==> src/rtl/cpu_pkg.sv <==
// Shared CPU definitions: machine-cycle phase encodings, opcodes and the
// run-control state encoding used by phase_sequencer and the controller.
package cpu_pkg;

  localparam int unsigned PHASE_W  = 3;
  localparam int unsigned OPCODE_W = 4;

  // Machine-cycle phases; the controller decodes these directly.
  localparam logic [PHASE_W-1:0] PHASE_INST_ADDR  = 3'd0;
  localparam logic [PHASE_W-1:0] PHASE_INST_FETCH = 3'd1;
  localparam logic [PHASE_W-1:0] PHASE_DECODE     = 3'd2;
  localparam logic [PHASE_W-1:0] PHASE_OPER_ADDR  = 3'd3;
  localparam logic [PHASE_W-1:0] PHASE_EXECUTE    = 3'd4;
  localparam logic [PHASE_W-1:0] PHASE_MEM_ADDR   = 3'd5;
  localparam logic [PHASE_W-1:0] PHASE_MEM_READ   = 3'd6;
  localparam logic [PHASE_W-1:0] PHASE_STORE      = 3'd7;

  localparam logic [OPCODE_W-1:0] OP_NOP = 4'h0;
  localparam logic [OPCODE_W-1:0] OP_LDA = 4'h1;
  localparam logic [OPCODE_W-1:0] OP_ADD = 4'h2;
  localparam logic [OPCODE_W-1:0] OP_SUB = 4'h3;
  localparam logic [OPCODE_W-1:0] OP_STA = 4'h4;
  localparam logic [OPCODE_W-1:0] OP_JMP = 4'h5;
  localparam logic [OPCODE_W-1:0] OP_JZ  = 4'h6;
  localparam logic [OPCODE_W-1:0] OP_HLT = 4'hF;

  typedef enum logic [1:0] {
    SEQ_IDLE   = 2'd0,
    SEQ_RUN    = 2'd1,
    SEQ_STEP   = 2'd2,
    SEQ_HALTED = 2'd3
  } seq_state_e;

  // Phase advance with natural 7 -> 0 wrap.
  function automatic logic [PHASE_W-1:0] phase_next(input logic [PHASE_W-1:0] p);
    return PHASE_W'(p + 3'd1);
  endfunction

endpackage

==> src/rtl/retire_counter.sv <==
// Free-running retired-instruction counter; wraps silently at full scale.
module retire_counter #(
  parameter int unsigned CNT_W = 16
) (
  input  logic             clk,
  input  logic             rst_n,
  input  logic             inc_en,
  output logic [CNT_W-1:0] count
);

  logic [CNT_W-1:0] count_q;
  logic [CNT_W-1:0] count_d;

  always_comb begin
    count_d = count_q;
    if (inc_en) count_d = CNT_W'(count_q + CNT_W'(1));
  end

  always_ff @(posedge clk or negedge rst_n) begin
    if (!rst_n) count_q <= '0;
    else        count_q <= count_d;
  end

  assign count = count_q;

endmodule

==> src/rtl/phase_sequencer.sv <==
// Machine-cycle phase generator and CPU run control (idle/run/stop/halt).
// Define PHASE_STEP_EN to add the step port and single-instruction STEP mode.
module phase_sequencer
  import cpu_pkg::*;
#(
  parameter int unsigned CNT_W = 16
) (
  input  logic               clk,
  input  logic               rst_n,
  input  logic               start,
  input  logic               stop,
`ifdef PHASE_STEP_EN
  input  logic               step,
`endif
  input  logic               halt,
  output logic [PHASE_W-1:0] phase,
  output logic               running,
  output logic               halted,
  output logic [CNT_W-1:0]   retired
);

  seq_state_e         state_q, state_d;
  logic [PHASE_W-1:0] phase_q, phase_d;
  logic               stop_pend_q, stop_pend_d;
  logic               halted_q, halted_d;
  logic               running_q, running_d;
  logic               retire_inc_c;

  // Next-state, phase and run-control flags.
  always_comb begin
    state_d      = state_q;
    phase_d      = phase_q;
    stop_pend_d  = stop_pend_q;
    halted_d     = halted_q;
    retire_inc_c = 1'b0;

    case (state_q)
      SEQ_IDLE, SEQ_HALTED: begin
        phase_d = PHASE_INST_ADDR;
        if (start) begin
          state_d     = SEQ_RUN;
          halted_d    = 1'b0;
          stop_pend_d = stop;
        end
`ifdef PHASE_STEP_EN
        else if (step) begin
          state_d  = SEQ_STEP;
          halted_d = 1'b0;
        end
`endif
      end

      SEQ_RUN, SEQ_STEP: begin
        if ((phase_q == PHASE_EXECUTE) && halt) begin
          state_d      = SEQ_HALTED;
          phase_d      = PHASE_INST_ADDR;
          retire_inc_c = 1'b1;
          halted_d     = 1'b1;
          stop_pend_d  = 1'b0;
        end else if (phase_q == PHASE_STORE) begin
          // Instruction boundary: a stop arriving on this very edge still counts.
          phase_d      = PHASE_INST_ADDR;
          retire_inc_c = 1'b1;
          if (state_q == SEQ_STEP) begin
            state_d = SEQ_IDLE;
          end else if (stop_pend_q || stop) begin
            state_d     = SEQ_IDLE;
            stop_pend_d = 1'b0;
          end
        end else begin
          phase_d = phase_next(phase_q);
          if ((state_q == SEQ_RUN) && stop) stop_pend_d = 1'b1;
        end
      end

      default: begin
        state_d = SEQ_IDLE;
        phase_d = PHASE_INST_ADDR;
      end
    endcase

    running_d = (state_d == SEQ_RUN) || (state_d == SEQ_STEP);
  end

  always_ff @(posedge clk or negedge rst_n) begin
    if (!rst_n) begin
      state_q     <= SEQ_IDLE;
      phase_q     <= PHASE_INST_ADDR;
      stop_pend_q <= 1'b0;
      halted_q    <= 1'b0;
      running_q   <= 1'b0;
    end else begin
      state_q     <= state_d;
      phase_q     <= phase_d;
      stop_pend_q <= stop_pend_d;
      halted_q    <= halted_d;
      running_q   <= running_d;
    end
  end

  retire_counter #(
    .CNT_W (CNT_W)
  ) u_retire_counter (
    .clk    (clk),
    .rst_n  (rst_n),
    .inc_en (retire_inc_c),
    .count  (retired)
  );

  assign phase   = phase_q;
  assign running = running_q;
  assign halted  = halted_q;

endmodule

==> config.mk <==
export PLATFORM = sky130hd
export DESIGN_NAME = phase_sequencer
export DESIGN_NICKNAME = d
export VERILOG_FILES = /design/src/rtl/cpu_pkg.sv /design/src/rtl/retire_counter.sv /design/src/rtl/phase_sequencer.sv
export SDC_FILE = /design/constraint.sdc
export NUM_CORES = 1
export LEC_CHECK = 0
export CORE_MARGIN = 3
export CORE_UTILIZATION = 56
export CTS_BUF_LIST = sky130_fd_sc_hd__clkbuf_4
export DETAILED_ROUTE_END_ITERATION = 10
export GPL_TIMING_DRIVEN = 1
export PLACE_DENSITY_LB_ADDON = 0.05
export REMOVE_ABC_BUFFERS = 1
export SLEW_MARGIN = 20
export SYNTH_ARGS = -nofsm -noshare
export SYNTH_HDL_FRONTEND = slang
export SYNTH_SLANG_ARGS = --single-unit
==> constraint.sdc <==
create_clock -name clk -period 3.75 [get_ports clk]
set_clock_uncertainty 0.05 [all_clocks]
set_input_delay 1.125 -clock clk [delete_from_list [all_inputs] [get_ports clk]]
set_output_delay 1.125 -clock clk [all_outputs]
set_load 0.01 [all_outputs]
==> results of run 1 <==
## per-layer routing
| layer | wire (um) | GRT usage | vias up | part of all wire |
|---|---|---|---|---|
| li1 | - | - | 419 | - |
| met1 | 1040 | 0.263 | 427 | 0.47 |
| met2 | 1070 | 0.295 | 22 | 0.48 |
| met3 | 100 | 0.0427 | 2 | 0.045 |
| met4 | 9 | 0.0638 | 0 | 0.0040 |
| met5 | 0 | 0 | - | 0 |
## report_power, final
group / internal (mW) / total, mW / switching [mW]
sequential: 0.319 / 0.387 / 0.0685
combinational: 0.188 / 0.378 / 0.190
clock: 0.0375 / 0.111 / 0.0731
## kinds of logic (layout without fill, tap and decap cells)
family / Yosys count / after routing
compound gates: 13 / 13
xor+xnor: 16 / 16
fa+ha+maj: 7 / 7
buf+inv: 7 / 34
flops: 24 / 24
mux: 2 / 2
simple gates: 33 / 33
## synth_stat cells (2+ instances only)
cell / count / share of area
dfrtp_1: 24 / 0.49
xnor2_1: 9 / 0.064
nand3_1: 8 / 0.033
ha_1: 7 / 0.071
xor2_1: 7 / 0.050
inv_1: 5 / 0.015
nand2_1: 5 / 0.015
nand4_1: 3 / 0.015
a21oi_1: 2 / 0.0081
and3_1: 2 / 0.010
nor2_1: 2 / 0.0061
nor3_1: 2 / 0.0081
nor4_1: 2 / 0.010
nor4_4: 2 / 0.035
## state kept, by name, indices dropped and copies added (netlist names)
name and flops:
running 1, phase 3, u_retire_counter.count 16, state_q 2, halted 1, stop_pend_q 1
## layout make-up
cell class,count,area [um2]
timing repair buffer,26,258
clock buffer,3,22.5
tap,27,33.8
sequential,24,601
multi-input combinational,71,593
fill,148,495
inverter,5,18.8
## worst min path at each step
stage	endpoint	slack, ns	startpoint	cells after the start
after floorplan	u_retire_counter.count[15]$_DFFE_PN0P_	0.46	u_retire_counter.count[15]$_DFFE_PN0P_	1
after global placement	u_retire_counter.count[15]$_DFFE_PN0P_	0.41	u_retire_counter.count[15]$_DFFE_PN0P_	1
after detailed placement	u_retire_counter.count[15]$_DFFE_PN0P_	0.41	u_retire_counter.count[15]$_DFFE_PN0P_	1
after CTS	u_retire_counter.count[15]$_DFFE_PN0P_	0.43	u_retire_counter.count[15]$_DFFE_PN0P_	1
after global routing	u_retire_counter.count[15]$_DFFE_PN0P_	0.45	u_retire_counter.count[15]$_DFFE_PN0P_	1
final	u_retire_counter.count[15]$_DFFE_PN0P_	0.43	u_retire_counter.count[15]$_DFFE_PN0P_	1
## per-stage QoR
stage	cells	power [mW]	worst slack (ns)	utilization
after global routing	156	0.946	1.10	0.755
final	156	0.876	1.15	0.755
after detailed placement	153	0.773	1.04	0.744
after CTS	156	0.886	1.13	0.755
after floorplan	100	0.619	1.67	-
after global placement	153	0.759	1.08	0.744
==> impl_metrics.csv, run 1 <==
group,metric,value,unit
global_routing,grt_pass1_wl,3940,um
timing,relSlewSlack,0.554,
layout,mostFrequentLayoutCells,"clkdlybuf4s50_1 (25), dfrtp_1 (24), xnor2_1 (9)",
timing,finalSetupViolCount,0,
worst_setup_path,regToRegSetupSlack,1.67,ns
clock_network,clockRootBuffer,"clkbuf_4",
clock_network,cts_max_path_buffers,2,
clock_network,cts_made_buffers,3,
synth,ys_async_sr_fraction,1.00,
layout,syn2layout_area_growth,24.2,%
clock_network,postCtsSetupRepairBufs,0,
synth,syn_avg_cell_area,12.0,um2
worst_setup_path,cp.depth,1,
synth,ys_warn_count,0,
floorplan,initial_utilization,0.608,
synth,synth_top_family_by_area,"simple AND/OR/NAND/NOR gates",
clock_network,cts_tree,"done",
layout,nets,143,
routing,post_drt_via_cell_ratio,5.58,
synth,synthSimpleGateAreaFrac,0.192,
power_and_ir_drop,vdd_ir_drop_max,0.481,mV
clock_network,path_clk_slew,0.13,ns
routing,finalWirelength,2220,um
worst_setup_path,worstReg2RegEnd,"stop_pend_q$_DFFE_PN0P_",
floorplan,num_io_pins,26,
worst_setup_path,critPathTopFamily,"buffers and inverters",
worst_setup_path,max_stage_delay,0.60,ns
synth,synth_mux_area_frac,0.0173,
layout,antenna_cells,0,
synth,synthAdderAreaFrac,0.0713,
synth,ys_seq_area_frac,0.489,
timing,finalCritPeriodShare,0.694,
floorplan,core.rowCount,16,
routing,ant_nets,0,
min_path,hp-class,"reg -> reg",
clock_network,hold_buffers,0,
clock_network,ctsResizeCount,0,
run_status,outcome,"complete, no violations",
global_routing,antenna_found_initial,0,
synth,synth_edf_count,0,
timing,slew_viol_final,0,
global_routing,track_usage,0.191,
routing,via_count,870,
floorplan,die_h,52.8,um
routing,firstDrtPassIters,4,
routing,wl_per_cell,14.3,um
worst_setup_path,worstPathMaxFanout,7,
timing,holdWs,0.426,ns
worst_setup_path,cp_cell_sequence,"clkdlybuf4s50_1",
worst_setup_path,r2r-start,"state_q[0]$_DFF_PN0_",
worst_setup_path,arrival,1.43,ns
timing,fmax,384,MHz
global_routing,grt_max_degree,25,
global_routing,grt_pass1_vias,878,
worst_setup_path,crit_end,"phase[2]",
placement,routabilityCongestion,0.824,
timing,rsz0062_at_grt,"no",
synth,syn_inst,102,
worst_setup_path,path_buf_inv,1,
timing,finalHoldViolations,0,
worst_setup_path,slowest_stage,"clkdlybuf4s50_1",
placement,portBuffers,25,
worst_setup_path,reg2regPathDepth,6,
synth,synth_cell_types,36,
floorplan,dieArea,0.00279,mm2
worst_setup_path,startpoint_type,"flop",
worst_setup_path,crit_type,"reg -> out",
routing,drc,0,
routing,drt_iter0_drc,5,
floorplan,core,0.00202,mm2
timing,tightest_slew,0.669,ns
floorplan,die_w,52.8,um
global_routing,overflow,0,
synth,synth_xor_area_frac,0.114,
worst_setup_path,cp.required,2.57,ns
clock_network,clock_sinks,24,
worst_setup_path,crit_start,"phase[2]$_DFF_PN0_",
flow_run,cap_violations,0,
layout,layout_commonest_cell,"clkdlybuf4s50_1",
clock_network,h-tree-depth,1,
layout,drive_gt1_frac,0.0930,
layout,final_cell_area,0.00153,mm2
power_and_ir_drop,p_leak,0.685,nW
synth,synth-seq-cells,24,
placement,hpwl,1670,um
power_and_ir_drop,powerDensity,574,mW/mm2
clock_network,insertion_delay,0.31,ns
synth,synth_compound_area_frac,0.0876,
synth,synth_area,0.00123,mm2
placement,post_dp_cell_area,0.00150,mm2
synth,ys.flop_type,"dfrtp_1",
timing,setup-tns-final,0,ns
worst_setup_path,endpoint_kind,"output port",
timing,timing.final.crit_period,2.60,ns
Note: power is estimated with default switching activity, not from simulation.
==> run 2: changes to the inputs <==
- CORE_UTILIZATION: 56 -> 52
- clock period: 3.75 -> 2.75 ns (I/O delays scaled with it)
==> run 2 against run 1 <==
  * Via count up 0.80%
  * Die area grew 6.8%
  * Cell area increased by 0.25%
  * Combinational power up 37%
  * Worst hold slack is essentially flat
  * Non-clock buffer count unchanged
  * Power increased by 37%
  * Critical path depth did not move
==> impl_metrics.csv, run 2 (synthesis gave the netlist of run 1 again) <==
group,metric,value,unit
routing,ant_nets,0,
clock_network,path_clk_slew,0.13,ns
timing,finalHoldViolations,0,
power_and_ir_drop,vdd_ir_drop_max,0.591,mV
layout,mostFrequentLayoutCells,"clkdlybuf4s50_1 (25), dfrtp_1 (24), xnor2_1 (9)",
timing,timing.final.crit_period,2.28,ns
timing,rsz0062_at_grt,"no",
global_routing,track_usage,0.175,
worst_setup_path,path_buf_inv,1,
worst_setup_path,arrival,1.41,ns
timing,finalCritPeriodShare,0.829,
floorplan,die_w,54.6,um
floorplan,core,0.00210,mm2
placement,routabilityCongestion,0.781,
worst_setup_path,cp.depth,1,
worst_setup_path,max_stage_delay,0.60,ns
layout,antenna_cells,0,
timing,fmax,439,MHz
routing,drc,0,
clock_network,clock_sinks,24,
worst_setup_path,critPathTopFamily,"buffers and inverters",
timing,tightest_slew,0.657,ns
timing,setup-tns-final,0,ns
routing,drt_iter0_drc,9,
clock_network,h-tree-depth,1,
worst_setup_path,crit_type,"reg -> out",
global_routing,antenna_found_initial,0,
global_routing,grt_pass1_vias,769,
layout,n_fill_cell,159,
layout,layout_commonest_cell,"clkdlybuf4s50_1",
worst_setup_path,cp_cell_sequence,"clkdlybuf4s50_1",
clock_network,cts_made_buffers,3,
routing,wl_per_cell,14.4,um
min_path,hp-class,"reg -> reg",
routing,post_drt_via_cell_ratio,5.59,
placement,portBuffers,25,
clock_network,cts_max_path_buffers,2,
worst_setup_path,worstPathMaxFanout,7,
layout,fin_util,0.728,
clock_network,postCtsSetupRepairBufs,0,
floorplan,initial_utilization,0.585,
routing,via_count,877,
min_path,whs_path_depth,1,
power_and_ir_drop,power,1.20,mW
global_routing,grt_pass1_wl,3710,um
clock_network,clockRootBuffer,"clkbuf_4",
floorplan,die_h,54.6,um
clock_network,ctsResizeCount,0,
timing,slew_viol_final,0,
global_routing,grt_max_degree,25,
floorplan,dieArea,0.00298,mm2
routing,finalWirelength,2260,um
routing,firstDrtPassIters,4,
power_and_ir_drop,powerDensity,787,mW/mm2
worst_setup_path,reg2regPathDepth,6,
global_routing,grtUsageMet2,0.266,
floorplan,core.rowCount,16,
worst_setup_path,cp.required,1.88,ns
worst_setup_path,startpoint_type,"flop",
global_routing,overflow,0,
timing,relSlewSlack,0.562,
layout,syn2layout_area_growth,24.5,%
flow_run,cap_violations,0,
global_routing,grt_util_met1,0.263,
run_status,outcome,"complete, no violations",
floorplan,num_io_pins,26,
global_routing,top_usage_layer,"met2",
power_and_ir_drop,p_leak,0.687,nW
clock_network,insertion_delay,0.31,ns
timing,finalSetupViolCount,0,
clock_network,hold_buffers,0,
worst_setup_path,endpoint_kind,"output port",
layout,largest_reg_flops,16,
placement,hpwl,1690,um
worst_setup_path,slowest_stage,"clkdlybuf4s50_1",
layout,drive_gt1_frac,0.0923,
layout,nets,143,
global_routing,met3_usage,0.0272,
clock_network,cts_tree,"done",
run 2: cell count changes in the layout (fill, tap and decap cells not counted), sizes merged:
| cell | delta |
|---|---|
| clkinv | +1 |
run 2: report_power, final:
part	total (mW)	switching, mW	internal, mW
Clock	0.156	0.103	0.0529
Sequential	0.530	0.0959	0.434
Combinational	0.517	0.260	0.257
run 2: per-stage QoR:
step / setup slack (ns) / area, um2 / hold slack (ns) / instances
after floorplan: 0.928 / 1210 / 0.457 / 100
after global placement: 0.374 / 1500 / 0.411 / 153
after detailed placement: 0.357 / 1500 / 0.412 / 153
after CTS: 0.460 / 1530 / 0.434 / 157
after global routing: 0.407 / 1530 / 0.445 / 157
final: 0.470 / 1530 / 0.426 / 157
run 2: layout make-up:
| class | instances | area [um2] | area share |
|---|---|---|---|
| Clock buffer | 3 | 22.5 | 0.0147 |
| Clock inverter | 1 | 3.75 | 0.00245 |
| Inverter | 5 | 18.8 | 0.0123 |
| Multi-Input combinational cell | 71 | 593 | 0.388 |
| Sequential cell | 24 | 601 | 0.392 |
| Tap cell | 27 | 33.8 | 0.0221 |
| Timing Repair Buffer | 26 | 258 | 0.168 |
run 2: final timing paths:
path | to | slack, ns | from
worst max-delay path | phase[2] | 0.47 | phase[2]$_DFF_PN0_
worst min-delay path | u_retire_counter.count[15]$_DFFE_PN0P_ | 0.43 | u_retire_counter.count[15]$_DFFE_PN0P_
worst max register to register | stop_pend_q$_DFFE_PN0P_ | 0.62 | state_q[0]$_DFF_PN0_
worst min register to register | u_retire_counter.count[15]$_DFFE_PN0P_ | 0.43 | u_retire_counter.count[15]$_DFFE_PN0P_
max in group asynchronous | phase[1]$_DFF_PN0_ | 1.61 | rst_n
min in group asynchronous | stop_pend_q$_DFFE_PN0P_ | 0.80 | rst_n
run 2: metal layers:
metal | part of all wire | vias up
li1 | - | 421
met1 | 0.48 | 434
met5 | 0 | -
met2 | 0.46 | 20
met3 | 0.050 | 2
met4 | 0.0044 | 0
